[src/rtl/rv_pipe_ctrl.sv]
// uRV pipeline control: per-stage stall/kill from stall requests, branch and
// flush, plus a stall watchdog with culprit capture and a stall-cycle counter.
module rv_pipe_ctrl #(
    parameter int                  G_STAGES     = 4,
    parameter int                  G_BRA_STAGE  = 2,
    parameter logic [G_STAGES-1:0] G_SELF_STALL = G_STAGES'(4'b0100),
    parameter int                  G_WDT_WIDTH  = 6,
    parameter int                  SW           = (G_STAGES > 2) ? $clog2(G_STAGES) : 1
) (
    input  logic                clk_i,
    input  logic                rst_i,
    input  logic [G_STAGES-1:0] stall_req_i,
    input  logic                bra_i,
    input  logic                flush_i,
    input  logic                wdt_clr_i,
    output logic [G_STAGES-1:0] stall_o,
    output logic [G_STAGES-1:0] kill_o,
    output logic                wdt_timeout_o,
    output logic [SW-1:0]       wdt_stage_o,
    output logic [31:0]         perf_stall_cycles_o
);

    localparam logic [G_WDT_WIDTH-1:0] L_PRE = {{(G_WDT_WIDTH-1){1'b1}}, 1'b0};

    logic [G_BRA_STAGE-1:0] r_sh;
    logic [G_WDT_WIDTH-1:0] r_cnt;
    logic                   r_first;
    logic                   r_to;
    logic [SW-1:0]          r_stage;
    logic [31:0]            r_perf;

    logic [G_STAGES-1:0]    w_stall;
    logic [G_STAGES-1:0]    w_kill;
    logic [G_STAGES-1:0]    w_shx;
    logic [G_BRA_STAGE-1:0] w_sh_nxt;
    logic                   w_acc;
    logic [SW-1:0]          w_hi;

    always_comb begin
        w_stall = '0;
        for (int i = 0; i < G_STAGES; i++) begin
            w_stall[i] = stall_req_i[i] & G_SELF_STALL[i];
            for (int j = i + 1; j < G_STAGES; j++) begin
                w_stall[i] = w_stall[i] | stall_req_i[j];
            end
        end
    end

    // Shadow padded to full width so stage indices above the branch stage read 0
    always_comb begin
        w_shx = '0;
        w_shx[G_BRA_STAGE-1:0] = r_sh;
    end

    always_comb begin
        w_sh_nxt    = '0;
        w_sh_nxt[0] = bra_i;
        for (int k = 1; k < G_BRA_STAGE; k++) begin
            w_sh_nxt[k] = r_sh[k-1];
        end
    end

    always_comb begin
        w_kill = '0;
        w_acc  = bra_i;
        for (int i = 0; i < G_STAGES; i++) begin
            if (i <= G_BRA_STAGE) begin
                w_kill[i] = w_acc;
            end
            w_acc = w_acc | w_shx[i];
        end
        if (rst_i || flush_i) begin
            w_kill = '1;
        end
    end

    always_comb begin
        w_hi = '0;
        for (int j = 0; j < G_STAGES; j++) begin
            if (stall_req_i[j]) begin
                w_hi = SW'(j);
            end
        end
    end

    // r_first marks the first cycle the watchdog counter sits at saturation
    always_ff @(posedge clk_i) begin
        if (rst_i) begin
            r_sh    <= '0;
            r_cnt   <= '0;
            r_first <= 1'b0;
            r_to    <= 1'b0;
            r_stage <= '0;
            r_perf  <= '0;
        end else begin
            if (flush_i) begin
                r_sh <= '1;
            end else if (!w_stall[G_BRA_STAGE]) begin
                r_sh <= w_sh_nxt;
            end
            if (stall_req_i == '0) begin
                r_cnt <= '0;
            end else if (r_cnt != '1) begin
                r_cnt <= r_cnt + 1'b1;
            end
            r_first <= (|stall_req_i) && (r_cnt == L_PRE);
            if (wdt_clr_i) begin
                r_to    <= 1'b0;
                r_stage <= '0;
            end else if (r_first && !r_to) begin
                r_to    <= 1'b1;
                r_stage <= w_hi;
            end
            if (w_stall[0]) begin
                r_perf <= r_perf + 32'd1;
            end
        end
    end

    assign stall_o             = rst_i ? '0 : w_stall;
    assign kill_o              = w_kill;
    assign wdt_timeout_o       = r_to;
    assign wdt_stage_o         = r_stage;
    assign perf_stall_cycles_o = r_perf;

endmodule

[config.mk]
export PLATFORM = sky130hd
export DESIGN_NAME = rv_pipe_ctrl
export DESIGN_NICKNAME = d
export VERILOG_FILES = /design/src/rtl/rv_pipe_ctrl.sv
export SDC_FILE = /design/constraint.sdc
export NUM_CORES = 1
export LEC_CHECK = 0
export BUFFER_PORTS_ARGS = -buffer_cell sky130_fd_sc_hd__clkbuf_2
export CAP_MARGIN = 20
export CORE_MARGIN = 4
export CORE_UTILIZATION = 45
export CTS_CLUSTER_SIZE = 40
export DETAILED_ROUTE_END_ITERATION = 12
export PLACE_DENSITY = 0.72
export RECOVER_POWER = 50
export SETUP_SLACK_MARGIN = 0.2
export SYNTH_ARGS = -nofsm -noshare
export SYNTH_HDL_FRONTEND = slang
export SYNTH_SLANG_ARGS = --single-unit
[constraint.sdc]
create_clock -name clk_i -period 3.7 [get_ports clk_i]
set_input_delay 0.74 -clock clk_i [delete_from_list [all_inputs] [get_ports clk_i]]
set_output_delay 0.74 -clock clk_i [all_outputs]
set_load 0.01 [all_outputs]
[Word level (Yosys, flattened, before mapping)]
Index checks and enable logic that the tools add are counted.
Widths: inputs -> output; s select.
Word-level totals
  flip-flop bits (word level): 44
  output and inout port bits: 43
  word-level logic and storage cells: 31
Cells by class
  add/subtract/negate cells: 2
  eq/ne operators: 3
  muxes and demuxes: 7
  bitwise gates (word level): 5
  reduce and logical (&&, ||, !) cells: 8
Operators by type and width (count)
  $add 32x1->32 const B: 1
  $mux 2: 4
  $add 6x1->6 const B: 1
  $eq 6x6->1 const B: 1
  $ne 6x6->1 const B: 1
  $or 1x1->1: 5
  $logic_not 4->1: 1
  $mux 4: 1
  $reduce_or 2->1: 2
  $reduce_or 4->1: 1
  $mux 3: 1
  $logic_and 1x1->1: 2
  $ne 2x2->1 const B: 1
  $logic_not 1->1: 1
  $logic_or 1x1->1: 1
  $mux 1: 1

[Logic depth before layout (Yosys ltp)]
Gate-level depths: netlist (run 1).
  word-level depth: 3
  depth in mapped cells: 7

[Worst setup path before layout (run 1)]
No wires, ideal clock.
  path type: in2out
  from: in rst_i
  to: out kill_o[2]
  arrival time: 1.603 ns
  required time: 2.960 ns
  slack: 1.357 ns
  cell stages on the path: 3
  buffers on the path: 1
  path through: clkbuf_1 -> or3_1 -> or3_1
Between the ends
  longest elaborated chain between the ends: 2
RTL lines
  from (decl): line 11  | input logic rst_i,
  $logic_or 1x1->1: line 72  | if (rst_i || flush_i) begin
  $mux 4: line 72
  to (decl): line 17  | output logic [G_STAGES-1:0] kill_o,
Every way passes these cells.

[Worst setup path after layout (run 1)]
  from: in flush_i
  to: out kill_o[2]
Between the ends
  longest elaborated chain between the ends: 2
RTL lines
  from (decl): line 14  | input logic flush_i,
  $logic_or 1x1->1: line 72
  $mux 4: line 72
Every way passes these cells.

==> reports/results.txt, run 1 <==
status - completed
FFs w/ async S/R, synth - 0
post-CTS setup buffer count - 0
CP max stage delay - 0.39 ns
fin crit share - 0.656
fraction of layout cells with a size suffix above 1 - 0.104
grt ovf - 0
Multi-input gate area - 0.00109 sq mm
max_cap viols - 0
WL final - 4.80 mm
Longest Clk Path Bufs - 2
clock root buffer - clkbuf_8
most frequent cells in the layout - dfxtp_1 (44), clkbuf_1 (31), nor2_1 (25)
leakage - 0.786 nW
Clock Skew - 0.00895 ns
Syn Std Cell Area - 0.00207 sq mm
CP Data Required Time - 2.96 ns
synthesized area per cell - 8.52 sq um
vias post-DR - 1,967
Slew Viols, Final - 0
crit path buf inv count - 2
Syn Nets - 255
Core ar. - 0.00441 sq mm
die footprint - 0.00575 sq mm
Reg power frac - 0.570
kind of critical path - in2out
Setup Viol. Count Final - 0
clock sinks - 44
worst hold margin - 0.492 ns
Worst-Margin Slew - 0.712 ns
nets - 300
PostCTS Resize Cnt - 0
unrepaired setup endpoints after global routing - false
Seq/Total Area, Yosys - 0.425
post-synth cell types - 33
r2r startpoint - perf_stall_cycles_o[9]$_SDFFE_PP0P_
pin count of the biggest net entering global routing - 42
DRT antenna net count - 0
Post-Syn Instances - 243
die extent in x - 75.8 um
# diodes - 0
HP Class - reg2reg
area delta synth->final - 14.9%
pwr dens - 362 mW/mm^2
htree depth - 2
register area - 881 sq um
first-pass GRT wire length - 7.62 mm
Worst path slowest cell - or3_1
top_reg_cell synth - dfxtp_1
cell row count - 24
worst path cell trace - clkbuf_2 > or3_1 > or3_1 > clkbuf_2
routed len/inst - 14.1 um
Reg clk slew, reported paths - 0.07 ns
Initial Util - 0.469
initial drt markers - 97
IO buf count - 50
DPL Wire Length - 3.39 mm
Int Pwr - 0.666 mW
Clock power frac - 0.374
pre-CTS WS - 1.04 ns
Max Fclk - 0.412 GHz
fin worst setup slack - 1.27 ns
Hold-fix buffers, CTS - 0
combinational share of power - 0.056
#FFs+latches synth - 44
drt pass-1 iters - 4
CP arrival - 1.69 ns
RD Place Congestion - 0.767
Worst Path Max Fanout - 4
TritonCTS Buffers - 5
VDD IR max - 0.187 mV
EDFF count, synth - 0
Final Critical Period - 2.43 ns
Top Family by Delay on Critical Path - simple AND/OR/NAND/NOR gates
vias in the first global route - 1,646
most common cell after layout, fill and taps aside - dfxtp_1
synth warn - 0
Overall Global Routing Usage - 0.171
Fin. Hold Viols - 0
antenna violations before repair - 0
setup_tns - 0 ns
Fillers - 432
Switching Fraction - 0.226
Hold Startpoint - perf_stall_cycles_o[29]$_SDFFE_PP0P_
Slew Limit Headroom - 0.521
crit end category - primary output
IO Pins - 52
number of remaining DRC errors - 0
CP startpoint kind - primary input
CTS tree - done
Via density - 5.79
die height - 75.8 um
Clock Latency Late Sink - 0.29 ns
Critical Path Source - flush_i
Switch Pwr - 0.194 mW
## cell families after synthesis
family	Yosys count	synth area share
and+or+nand+nor	108	0.288
AOI/OAI and AO/OA	53	0.161
DFF	44	0.425
buffers and inverters	20	0.0447
xor gates and xnor gates	12	0.0508
adders and majority gates	3	0.0181
muxes	2	0.00967
other	1	0.00181
## area by class of cell
class | instances | share of cell area
multi-input cells | 179 | 0.459
flip-flops and latches | 44 | 0.370
repair buffers | 51 | 0.0920
clock buffers | 7 | 0.0405
well taps | 52 | 0.0273
inverters | 7 | 0.0110
## routing by layer
metal / share of wire / GRT usage / up-vias
met5: 0 / 0 / -
met4: 0.0085 / 0.0408 / 0
met3: 0.074 / 0.0435 / 5
met2: 0.44 / 0.274 / 69
met1: 0.47 / 0.230 / 904
li1: - / - / 989
## worst paths after layout
kind	endpoint	slack (ns)	cells after the start
setup / recovery	kill_o[2]	1.27	4
hold / removal	perf_stall_cycles_o[29]$_SDFFE_PP0P_	0.49	2
setup reg to reg	perf_stall_cycles_o[29]$_SDFFE_PP0P_	1.39	4
hold reg to reg	perf_stall_cycles_o[29]$_SDFFE_PP0P_	0.49	2
## state kept, by name, summed over array words and instances, names as in the netlist
name,cells
wdt_timeout_o,1
wdt_stage_o,2
perf_stall_cycles_o,32
r_sh,2
r_cnt,6
r_first,1
## per-stage QoR
step | cells | power [mW] | area, sq um | util
detailed placement | 333 | 0.552 | 2330 | 0.527
floorplan | 243 | 0.533 | 2070 | -
finish | 340 | 0.860 | 2380 | 0.539
global placement | 333 | 0.551 | 2330 | 0.527
global route | 340 | 0.898 | 2380 | 0.539
CTS | 340 | 0.872 | 2420 | 0.549
## power by group through the flow
stage / combinational (mW) / clock, mW / sequential [mW]
after floorplan: 0.0319 / 0 / 0.501
after global placement: 0.0493 / 0 / 0.502
after detailed placement: 0.0504 / 0 / 0.502
after CTS: 0.0504 / 0.331 / 0.491
after global routing: 0.0544 / 0.351 / 0.492
final: 0.0478 / 0.322 / 0.491
## worst min-delay path, delay by kind of cell (launching register included)
kind / cells / cell delay [ns]
compound gates: 2 / 0.11
flops: 1 / 0.33
## Yosys cell counts, types with 2 or more instances
cell type | count | area (sq um)
inv_1 | 7 | 26.3
nor3_1 | 4 | 20.0
nor2b_1 | 3 | 18.8
buf_4 | 2 | 15.0
o21ai_0 | 5 | 25.0
and3_1 | 2 | 12.5
clkbuf_1 | 8 | 30.0
nor2_1 | 25 | 93.8
a211oi_1 | 3 | 22.5
mux2i_1 | 2 | 20.0
nand3_1 | 11 | 55.1
xnor2_1 | 5 | 43.8
nand4_1 | 8 | 50.1
or3_1 | 7 | 43.8
or4_1 | 18 | 135
buf_2 | 2 | 10.0
o31ai_1 | 17 | 128
or2_2 | 3 | 18.8
a21oi_1 | 23 | 115
nor4_1 | 2 | 12.5
nand2_1 | 16 | 60.1
xor2_1 | 7 | 61.3
ha_1 | 3 | 37.5
and4_1 | 8 | 70.1
dfxtp_1 | 44 | 881
No activity file was read; power rests on OpenSTA's default activity.
==> inputs of run 2 (changes only) <==
--- a/config.mk
+++ b/config.mk
@@ -11,7 +11,7 @@
 export CORE_UTILIZATION = 45
 export CTS_CLUSTER_SIZE = 40
 export DETAILED_ROUTE_END_ITERATION = 12
-export PLACE_DENSITY = 0.72
+export PLACE_DENSITY = 0.75
 export RECOVER_POWER = 50
 export SETUP_SLACK_MARGIN = 0.2
 export SYNTH_ARGS = -nofsm -noshare
==> constraint.sdc (replaced) <==
create_clock -name clk_i -period 2 [get_ports clk_i]
set_input_delay 0.4 -clock clk_i [delete_from_list [all_inputs] [get_ports clk_i]]
set_output_delay 0.4 -clock clk_i [all_outputs]
set_load 0.01 [all_outputs]
==> reports/results.txt, run 2 (same netlist as run 1, synthesis figures left out) <==
Final Cell Area - 0.00263 sq mm (+11%)
VDD IR max - 0.522 mV (+180%)
routed len/inst - 13.6 um (-3.6%)
CP startpoint kind - flip-flop
most frequent cells in the layout - dfxtp_1 (42), clkbuf_2 (30), nor2_1 (25), clkbuf_1 (25), a21oi_1 (21)
kind of critical path - reg2reg
Initial Util - 0.469 (unchanged)
fin worst setup slack - 0.0790 ns (-1.20 ns)
die height - 75.8 um (unchanged)
Clock Skew - 0.00680 ns (-0.00214 ns)
DPL Wire Length - 3.47 mm (+2.4%)
hold path cells - 2 (unchanged)
nets - 323 (+7.7%)
max reg flops - 32 (unchanged)
htree depth - 2 (unchanged)
CTS tree - done
Worst Path Max Fanout - 8 (+4)
met2 Use GR - 0.316 (+0.0418)
pre-CTS WS - -0.0224 ns (-1.06 ns)
GRT met1 Usage - 0.232 (+0.00205)
grt ovf - 0 (unchanged)
initial drt markers - 79 (-19%)
Slew Viols, Final - 0 (unchanged)
leakage - 0.933 nW (+19%)
Overall Global Routing Usage - 0.187 (+0.0162)
cell row count - 24 (unchanged)
pin count of the biggest net entering global routing - 42 (unchanged)
Top Usage Layer GRT - met2
drt pass-1 iters - 4 (unchanged)
vias post-DR - 2,048 (+4.1%)
die extent in x - 75.8 um (unchanged)
reg2reg path depth - 6 (+2)
fraction of layout cells with a size suffix above 1 - 0.231 (+0.127)
max_cap viols - 0 (unchanged)
pwr dens - 645 mW/mm^2 (+78%)
Via density - 5.63 (-2.7%)
Fin. Hold Viols - 0 (unchanged)
antenna violations before repair - 0 (unchanged)
HP Class - in2reg
IO Pins - 52 (unchanged)
utilization after layout - 0.596 (+0.0567)
IO buf count - 50 (unchanged)
number of remaining DRC errors - 0 (unchanged)
unrepaired setup endpoints after global routing - true
WL final - 4.95 mm (+3.2%)
Core ar. - 0.00441 sq mm (unchanged)
area delta synth->final - 27.0%
clock sinks - 44 (unchanged)
die footprint - 0.00575 sq mm (unchanged)
CP Data Required Time - 2.23 ns (-0.73 ns)
most common cell after layout, fill and taps aside - dfxtp_1
M3 GR Usage - 0.0409 (-0.00264)
# diodes - 0 (unchanged)
CP arrival - 2.16 ns (+0.47 ns)
Placed Instance Area - 0.00249 sq mm (+7.0%)
Reg clk slew, reported paths - 0.09 ns (+0.02 ns)
status - completed
Final Critical Period - 1.92 ns
fin crit share - 0.960
vias in the first global route - 1,849 (+12%)
first-pass GRT wire length - 8.31 mm (+9.2%)
crit end category - flip-flop
Max Fclk - 0.521 GHz
clock root buffer - clkbuf_8
TritonCTS Buffers - 5 (unchanged)
DRT antenna net count - 0 (unchanged)
Longest Clk Path Bufs - 2 (unchanged)
RD Place Congestion - 0.805 (+5.1%)
Setup Viol. Count Final - 0 (unchanged)
Clock Latency Late Sink - 0.30 ns (about the same)
Hold-fix buffers, CTS - 0 (unchanged)
run 2: changes by cell type in the layout (fill, tap and decap cells not counted), sizes merged:
cell and delta:
buf +18, clkinv +1, clkbuf +5
run 2: metal layers:
| metal | share of wire | wire (um) | up-vias |
|---|---|---|---|
| met2 | 0.48 | 2370 | 50 |
| met4 | 0.017 | 85 | 0 |
| met1 | 0.46 | 2270 | 951 |
| met3 | 0.046 | 228 | 9 |
| li1 | - | - | 1038 |
| met5 | 0 | 0 | - |
run 2: metrics by stage:
stage,instances,power (mW),setup TNS (ns),hold slack (ns)
6_report,364,1.70,0,0.288
5_1_grt,364,1.76,0,0.294
4_1_cts,364,1.71,0,0.285
3_5_place_dp,351,1.04,-0.0293,0.464
3_3_place_gp,351,1.04,0,0.463
2_1_floorplan,243,0.993,0,0.447
run 2: final cells by class:
class	instances	area, sq um
clock buffers	7	108
fillers	406	1780
repair buffers	74	388
clock inverters	1	8.76
multi-input cells	179	1150
flip-flops and latches	44	888
well taps	52	65.1
inverters	7	26.3
run 2: what timing repair did:
action | in CTS | in global routing
gates cloned | 1 | 0
gates resized for setup | 2 | 11
buffers inserted | 4 | 0
endpoints found under the setup margin | 9 | 14
pin swaps | 2 | 3
run 2: worst paths after layout:
check / from / endpoint / slack [ns]
setup / recovery: perf_stall_cycles_o[1]$_SDFFE_PP0P_ / perf_stall_cycles_o[30]$_SDFFE_PP0P_ / 0.08
hold / removal: wdt_clr_i / wdt_timeout_o$_SDFFE_PP0P_ / 0.29
hold reg to reg: r_first$_SDFF_PP0_ / wdt_timeout_o$_SDFFE_PP0P_ / 0.48
setup reg to reg: perf_stall_cycles_o[1]$_SDFFE_PP0P_ / perf_stall_cycles_o[30]$_SDFFE_PP0P_ / 0.08
run 2: worst max-delay path, cell delays in order, from the launching register on:
cell and delay (ns):
dfxtp_4 0.36, ha_4 0.13, o31ai_4 0.07, or4_4 0.53, buf_6 0.15, or4_1 0.46, a21oi_1 0.14
run 2: power breakdown:
part           switching, mW  leakage [nW]  internal, mW
sequential            0.0154         0.357         0.891
clock                  0.315        0.0596         0.358
combinational         0.0654         0.516        0.0492
total                  0.396         0.933          1.30
